[src/rtl/otter_mdu.sv]
// Iterative RV32M multiply/divide unit: shift-add multiply and restoring divide
// on operand magnitudes, with sign correction applied in a final FIX cycle.
module otter_mdu #(
  parameter int WIDTH = 32
) (
  input  logic             CLK,
  input  logic             RST,
  input  logic             start,
  input  logic [2:0]       mdu_fun,
  input  logic [WIDTH-1:0] A,
  input  logic [WIDTH-1:0] B,
  output logic [WIDTH-1:0] result,
  output logic             busy,
  output logic             done
);

  localparam int CW = $clog2(WIDTH);
  localparam logic [1:0] ST_IDLE = 2'd0;
  localparam logic [1:0] ST_CALC = 2'd1;
  localparam logic [1:0] ST_FIX  = 2'd2;

  logic [1:0]       state_reg;
  logic [CW-1:0]    cnt_reg;
  logic [2:0]       fun_reg;
  logic             a_neg_reg, b_neg_reg, div_zero_reg;
  logic [WIDTH-1:0] opnd_reg;   // multiplicand or divisor magnitude
  logic [WIDTH-1:0] shift_reg;  // multiplier bits out / product low, or dividend in / quotient
  logic [WIDTH-1:0] acc_reg;    // product high half, or partial remainder
  logic [WIDTH-1:0] a_raw_reg;
  logic [WIDTH-1:0] result_reg;
  logic             busy_reg, done_reg;

  // Operand decode at start
  logic             is_div, signed_a, signed_b, a_neg, b_neg;
  logic [WIDTH-1:0] a_mag, b_mag;

  always_comb begin
    is_div   = mdu_fun[2];
    signed_a = is_div ? ~mdu_fun[0] : (mdu_fun[1:0] != 2'b11);
    signed_b = is_div ? ~mdu_fun[0] : ~mdu_fun[1];
    a_neg    = signed_a & A[WIDTH-1];
    b_neg    = signed_b & B[WIDTH-1];
    a_mag    = a_neg ? (~A + 1'b1) : A;
    b_mag    = b_neg ? (~B + 1'b1) : B;
  end

  // One iteration step for each datapath
  logic [WIDTH:0] mul_sum;
  logic [WIDTH:0] div_trial;
  logic           div_ok;

  always_comb begin
    mul_sum   = {1'b0, acc_reg} + (shift_reg[0] ? {1'b0, opnd_reg} : {(WIDTH+1){1'b0}});
    div_trial = {acc_reg, shift_reg[WIDTH-1]} - {1'b0, opnd_reg};
    div_ok    = ~div_trial[WIDTH];
  end

  // Sign correction and result select
  logic [2*WIDTH-1:0] product, product_fix;
  logic [WIDTH-1:0]   quot_fix, rem_fix, fix_value;
  logic               sign_diff;

  always_comb begin
    sign_diff   = a_neg_reg ^ b_neg_reg;
    product     = {acc_reg, shift_reg};
    product_fix = sign_diff ? (~product + 1'b1) : product;
    quot_fix    = sign_diff ? (~shift_reg + 1'b1) : shift_reg;
    rem_fix     = a_neg_reg ? (~acc_reg + 1'b1) : acc_reg;
    case (fun_reg)
      3'b000:                 fix_value = product_fix[WIDTH-1:0];
      3'b001, 3'b010, 3'b011: fix_value = product_fix[2*WIDTH-1:WIDTH];
      3'b100, 3'b101:         fix_value = div_zero_reg ? {WIDTH{1'b1}} : quot_fix;
      default:                fix_value = div_zero_reg ? a_raw_reg : rem_fix;
    endcase
  end

  always_ff @(posedge CLK) begin
    if (RST) begin
      state_reg    <= ST_IDLE;
      cnt_reg      <= '0;
      fun_reg      <= '0;
      a_neg_reg    <= 1'b0;
      b_neg_reg    <= 1'b0;
      div_zero_reg <= 1'b0;
      opnd_reg     <= '0;
      shift_reg    <= '0;
      acc_reg      <= '0;
      a_raw_reg    <= '0;
      result_reg   <= '0;
      busy_reg     <= 1'b0;
      done_reg     <= 1'b0;
    end else begin
      done_reg <= 1'b0;
      case (state_reg)
        ST_IDLE: begin
          busy_reg <= 1'b0;
          if (start) begin
            state_reg    <= ST_CALC;
            cnt_reg      <= '0;
            acc_reg      <= '0;
            fun_reg      <= mdu_fun;
            a_neg_reg    <= a_neg;
            b_neg_reg    <= b_neg;
            div_zero_reg <= (B == '0);
            a_raw_reg    <= A;
            // Multiply shifts B out of shift_reg; divide shifts A out of it
            opnd_reg     <= is_div ? b_mag : a_mag;
            shift_reg    <= is_div ? a_mag : b_mag;
          end
        end
        ST_CALC: begin
          busy_reg <= 1'b1;
          if (fun_reg[2]) begin
            if (div_ok) begin
              acc_reg   <= div_trial[WIDTH-1:0];
              shift_reg <= {shift_reg[WIDTH-2:0], 1'b1};
            end else begin
              acc_reg   <= {acc_reg[WIDTH-2:0], shift_reg[WIDTH-1]};
              shift_reg <= {shift_reg[WIDTH-2:0], 1'b0};
            end
          end else begin
            acc_reg   <= mul_sum[WIDTH:1];
            shift_reg <= {mul_sum[0], shift_reg[WIDTH-1:1]};
          end
          cnt_reg <= cnt_reg + 1'b1;
          if (cnt_reg == CW'(WIDTH - 1)) state_reg <= ST_FIX;
        end
        ST_FIX: begin
          busy_reg   <= 1'b0;
          done_reg   <= 1'b1;
          result_reg <= fix_value;
          state_reg  <= ST_IDLE;
        end
        default: begin
          busy_reg  <= 1'b0;
          state_reg <= ST_IDLE;
        end
      endcase
    end
  end

  assign result = result_reg;
  assign busy   = busy_reg;
  assign done   = done_reg;

endmodule

[config.mk]
export PLATFORM = sky130hd
export DESIGN_NAME = otter_mdu
export DESIGN_NICKNAME = d
export VERILOG_FILES = /design/src/rtl/otter_mdu.sv
export SDC_FILE = /design/constraint.sdc
export NUM_CORES = 1
export LEC_CHECK = 0
export CORE_MARGIN = 4
export CORE_UTILIZATION = 55
export CTS_CLUSTER_SIZE = 10
export DETAILED_ROUTE_END_ITERATION = 8
export PLACE_DENSITY = 0.83
export SYNTH_ARGS = -nofsm -noshare
export SYNTH_HDL_FRONTEND = slang
export SYNTH_SLANG_ARGS = --single-unit
[constraint.sdc]
create_clock -name CLK -period 3.7 [get_ports CLK]
set_input_delay 0.74 -clock CLK [delete_from_list [all_inputs] [get_ports CLK]]
set_output_delay 0.74 -clock CLK [all_outputs]
set_load 0.01 [all_outputs]
==> results of run 1 <==
==> timing repair <==
item                       CTS  global route
gates cloned                 0             0
setup buffers                0             5
pin swaps                    0             1
setup endpoints to repair    2            28
resized for setup            1            17
==> area by class of cell <==
| class | instances | area share (%) |
|---|---|---|
| Inverter | 68 | 1.42 |
| Multi-Input combinational cell | 1763 | 60.8 |
| Clock inverter | 14 | 0.888 |
| Sequential cell | 175 | 19.3 |
| Clock buffer | 18 | 2.36 |
| Tap cell | 372 | 2.56 |
| Timing Repair Buffer | 272 | 12.7 |
==> routing by layer <==
layer | vias up | GRT usage [%]
met4 | 2 | 18.1
met3 | 229 | 8.78
met1 | 8110 | 52.5
met2 | 1187 | 58.7
li1 | 8014 | -
met5 | - | 0
==> cell families (layout without fill, tap and decap cells) <==
kind of cell             Yosys count  in the layout  synth area share, %
AO/OA/AOI/OAI                    723            723                 29.7
XOR/XNOR                         203            203                 11.6
adder cells (fa/ha/maj)           72             72                 5.98
buffers and inverters            227            372                 5.70
flip-flops                       175            175                 22.9
multiplexers                      45             45                 2.95
AND/OR/NAND/NOR                  720            720                 21.2
==> cells in the mapped netlist (10+ instances only) <==
cell type / number / area share (%)
and2_1: 10 / 0.41
a221oi_1: 25 / 1.4
a22oi_1: 11 / 0.54
a211oi_1: 68 / 3.3
ha_1: 70 / 5.7
xor2_1: 92 / 5.3
mux2i_1: 44 / 2.9
o21ai_0: 157 / 5.1
nand2_1: 274 / 6.7
or3_1: 17 / 0.69
o21a_1: 10 / 0.49
o31ai_1: 30 / 1.5
dfxtp_1: 175 / 23
a21oi_1: 248 / 8.1
inv_1: 67 / 1.6
nor2_1: 220 / 5.4
or2_2: 13 / 0.53
o221ai_1: 15 / 0.86
or4_1: 12 / 0.59
nand2b_1: 24 / 0.98
nor4_1: 15 / 0.61
nor2b_1: 18 / 0.74
and3_1: 12 / 0.49
a31oi_1: 14 / 0.57
a21o_1: 33 / 1.6
clkbuf_1: 134 / 3.3
o211ai_1: 37 / 1.8
buf_1: 19 / 0.47
xnor2_1: 111 / 6.3
nand3_1: 28 / 0.92
nor3_1: 44 / 1.4
==> tightest hold or removal path: stages, from the launching register on <==
cell and delay, ns:
dfxtp_1 0.31, nand2_1 0.05, a21oi_1 0.05
==> per-stage QoR <==
stage	hold WS, ns	power [mW]
3_5_place_dp	0.446	4.13
5_1_grt	0.480	6.30
3_3_place_gp	0.440	4.10
6_report	0.456	6.08
4_1_cts	0.455	5.97
2_1_floorplan	0.432	3.40
==> power by group through the flow <==
| stage | registers (mW) | logic, mW | clock network, mW |
|---|---|---|---|
| after floorplan | 2.09 | 1.30 | 0 |
| after global placement | 2.13 | 1.97 | 0 |
| after detailed placement | 2.14 | 1.99 | 0 |
| after CTS | 2.10 | 2.01 | 1.87 |
| after global routing | 2.11 | 2.26 | 1.93 |
| final | 2.11 | 2.11 | 1.86 |
==> worst max path at each step <==
stage,start,endpoint,slack (ns),cells past startpoint
2_1_floorplan,acc_reg[0],acc_reg[30],0.03,13
3_3_place_gp,A[2],opnd_reg[26],-0.06,13
3_5_place_dp,A[2],shift_reg[26],-0.13,13
4_1_cts,shift_reg[31],acc_reg[22],0.05,13
5_1_grt,shift_reg[31],acc_reg[30],-0.07,12
6_report,shift_reg[31],acc_reg[30],0.07,12
==> metrics.txt, run 1 <==
cell count after synthesis 2165; Site Rows 60; met2 routed WL between 20 and 30 mm; crit path kind flip-flop to flip-flop; Switching Share roughly two fifths; core footprint around 27000 µm²; RR Endpoint acc_reg[30]; Area after DPL approximately 17000 µm²; WHS Path Cells 2; DR WL met3 approximately 7.4 mm; H-tree levels 4; # setup viols final 0; DR WL/cell 23.1 µm; Reg area approximately 3500 µm²; Sequential Power Share a little over a third; Detailed Routing Iterations Pass 1 7; crit-path cells inv_1 -> ha_1 -> fa_1 -> nor2b_2 -> o2111ai_2 -> a2111oi_4 -> o311ai_2 -> a2111o_1 -> o211a_1 -> or2_2 -> or4_1 -> o211ai_1; flop-to-flop setup slack between 0.06 and 0.07 ns; EDFF count, synth 0; Slew headroom about 15%; cts hold-fix bufs 0; detail-routed via count per cell 6.54; Peak VDD IR 0.000266 V; Root Driver clkbuf_16; Hold Path Sink opnd_reg[5]; worst-path fanout max 4; WP buf/inv 1; FFs w/ async S/R, synth 0%; synthesized area roughly 15000 µm²; Finished Core Util 66.9%; Seq/Total Area, Yosys roughly 23%; first-pass GRT wire length 93.4 mm; Worst path top cell family by delay compound AO/OA/AOI/OAI gates; final setup margin 0.0659 ns; Design Area, Final 18200 µm²; area of the multi-input gates 11100 µm²; fmax around 0.28 GHz; # nets final 2439; CTS tree yes; routed via count roughly 18000; drc violations 0; FF-to-FF path depth 12; Worst Skew around 0.018 ns; Mapped Nets between 2000 and 2500; Primary FF master, synth dfxtp_1; number of top-level pins 104; synth unique cells 75; most common cell after layout, fill and taps aside nand2_1; dpl hpwl approximately 48 mm; Final min period ~3.6 ns; register bit total from synthesis roughly 180; total wire length roughly 62 mm; clk slew on worst S/H paths about 0.07 ns; fillers about 2400; Num CTS Buffers 17; total gr overflow 0; R2R Path Start shift_reg[31]; clock share of power a little under a third; die area approximately 31000 µm²; CP Capture Type flip-flop; Worst path max stage delay 0.52 ns; die width between 150 and 200 µm; Power Dens Cells ~330 nW/µm²; Comb power frac between 30% and 40%; Fin Setup TNS 0 ns; slowest CP cell or4_1; Int Power between 3 and 4 mW; period utilisation layout between 90 and 100%; Cells after DPL around 2600; clock latency on the worst-skew pair 0.45 ns; maximum capacitance violations 0; P_sw ~2.4 mW; # port buffers 103; n_diodes 0; number of global-route vias before repair 16016; P_leak ~7.2 nW; RePlAce Congestion 1.04; worst path required time 4.06 ns; pin count of the biggest net entering global routing between 100 and 150; Initial DRC Count between 2000 and 3000; initial antenna violation count 1; Die Y approximately 170 µm; most frequent cells in the layout nand2_1 (273), a21oi_1 (247), nor2_1 (218); min-delay src opnd_reg[5]; min-delay worst type flip-flop to flip-flop; WL met1 approximately 25 mm; clk buf depth 2; Critical Path Start Type flip-flop; Sink Count around 180; WP data arrival around 4 ns; Overall Global Routing Usage between 30% and 40%; pre-CTS setup slack -0.133 ns; Post-Layout Cell Count between 2000 and 3000; share of cells above drive strength 1 between 10 and 15%; Final ANT Viol Nets 0; Max Slew Vio Count 0; status finished clean; Least-Margin Pin Slew 1.27 ns; RSZ-0062 raised after global routing true; Syn-to-layout area delta 18.8%; Initial Utilization between 50% and 60%; Max Used Layer met5; synth warn 0; Final Hold Viols 0; syn_area_per_cell between 7 and 8 µm²
Power figures use the tool's default switching activity.
==> inputs of run 2 (changes only) <==
- ABC_AREA: default -> 0
==> results of run 2 <==
The final DEF is identical to that of run 1; final timing and power are the same.
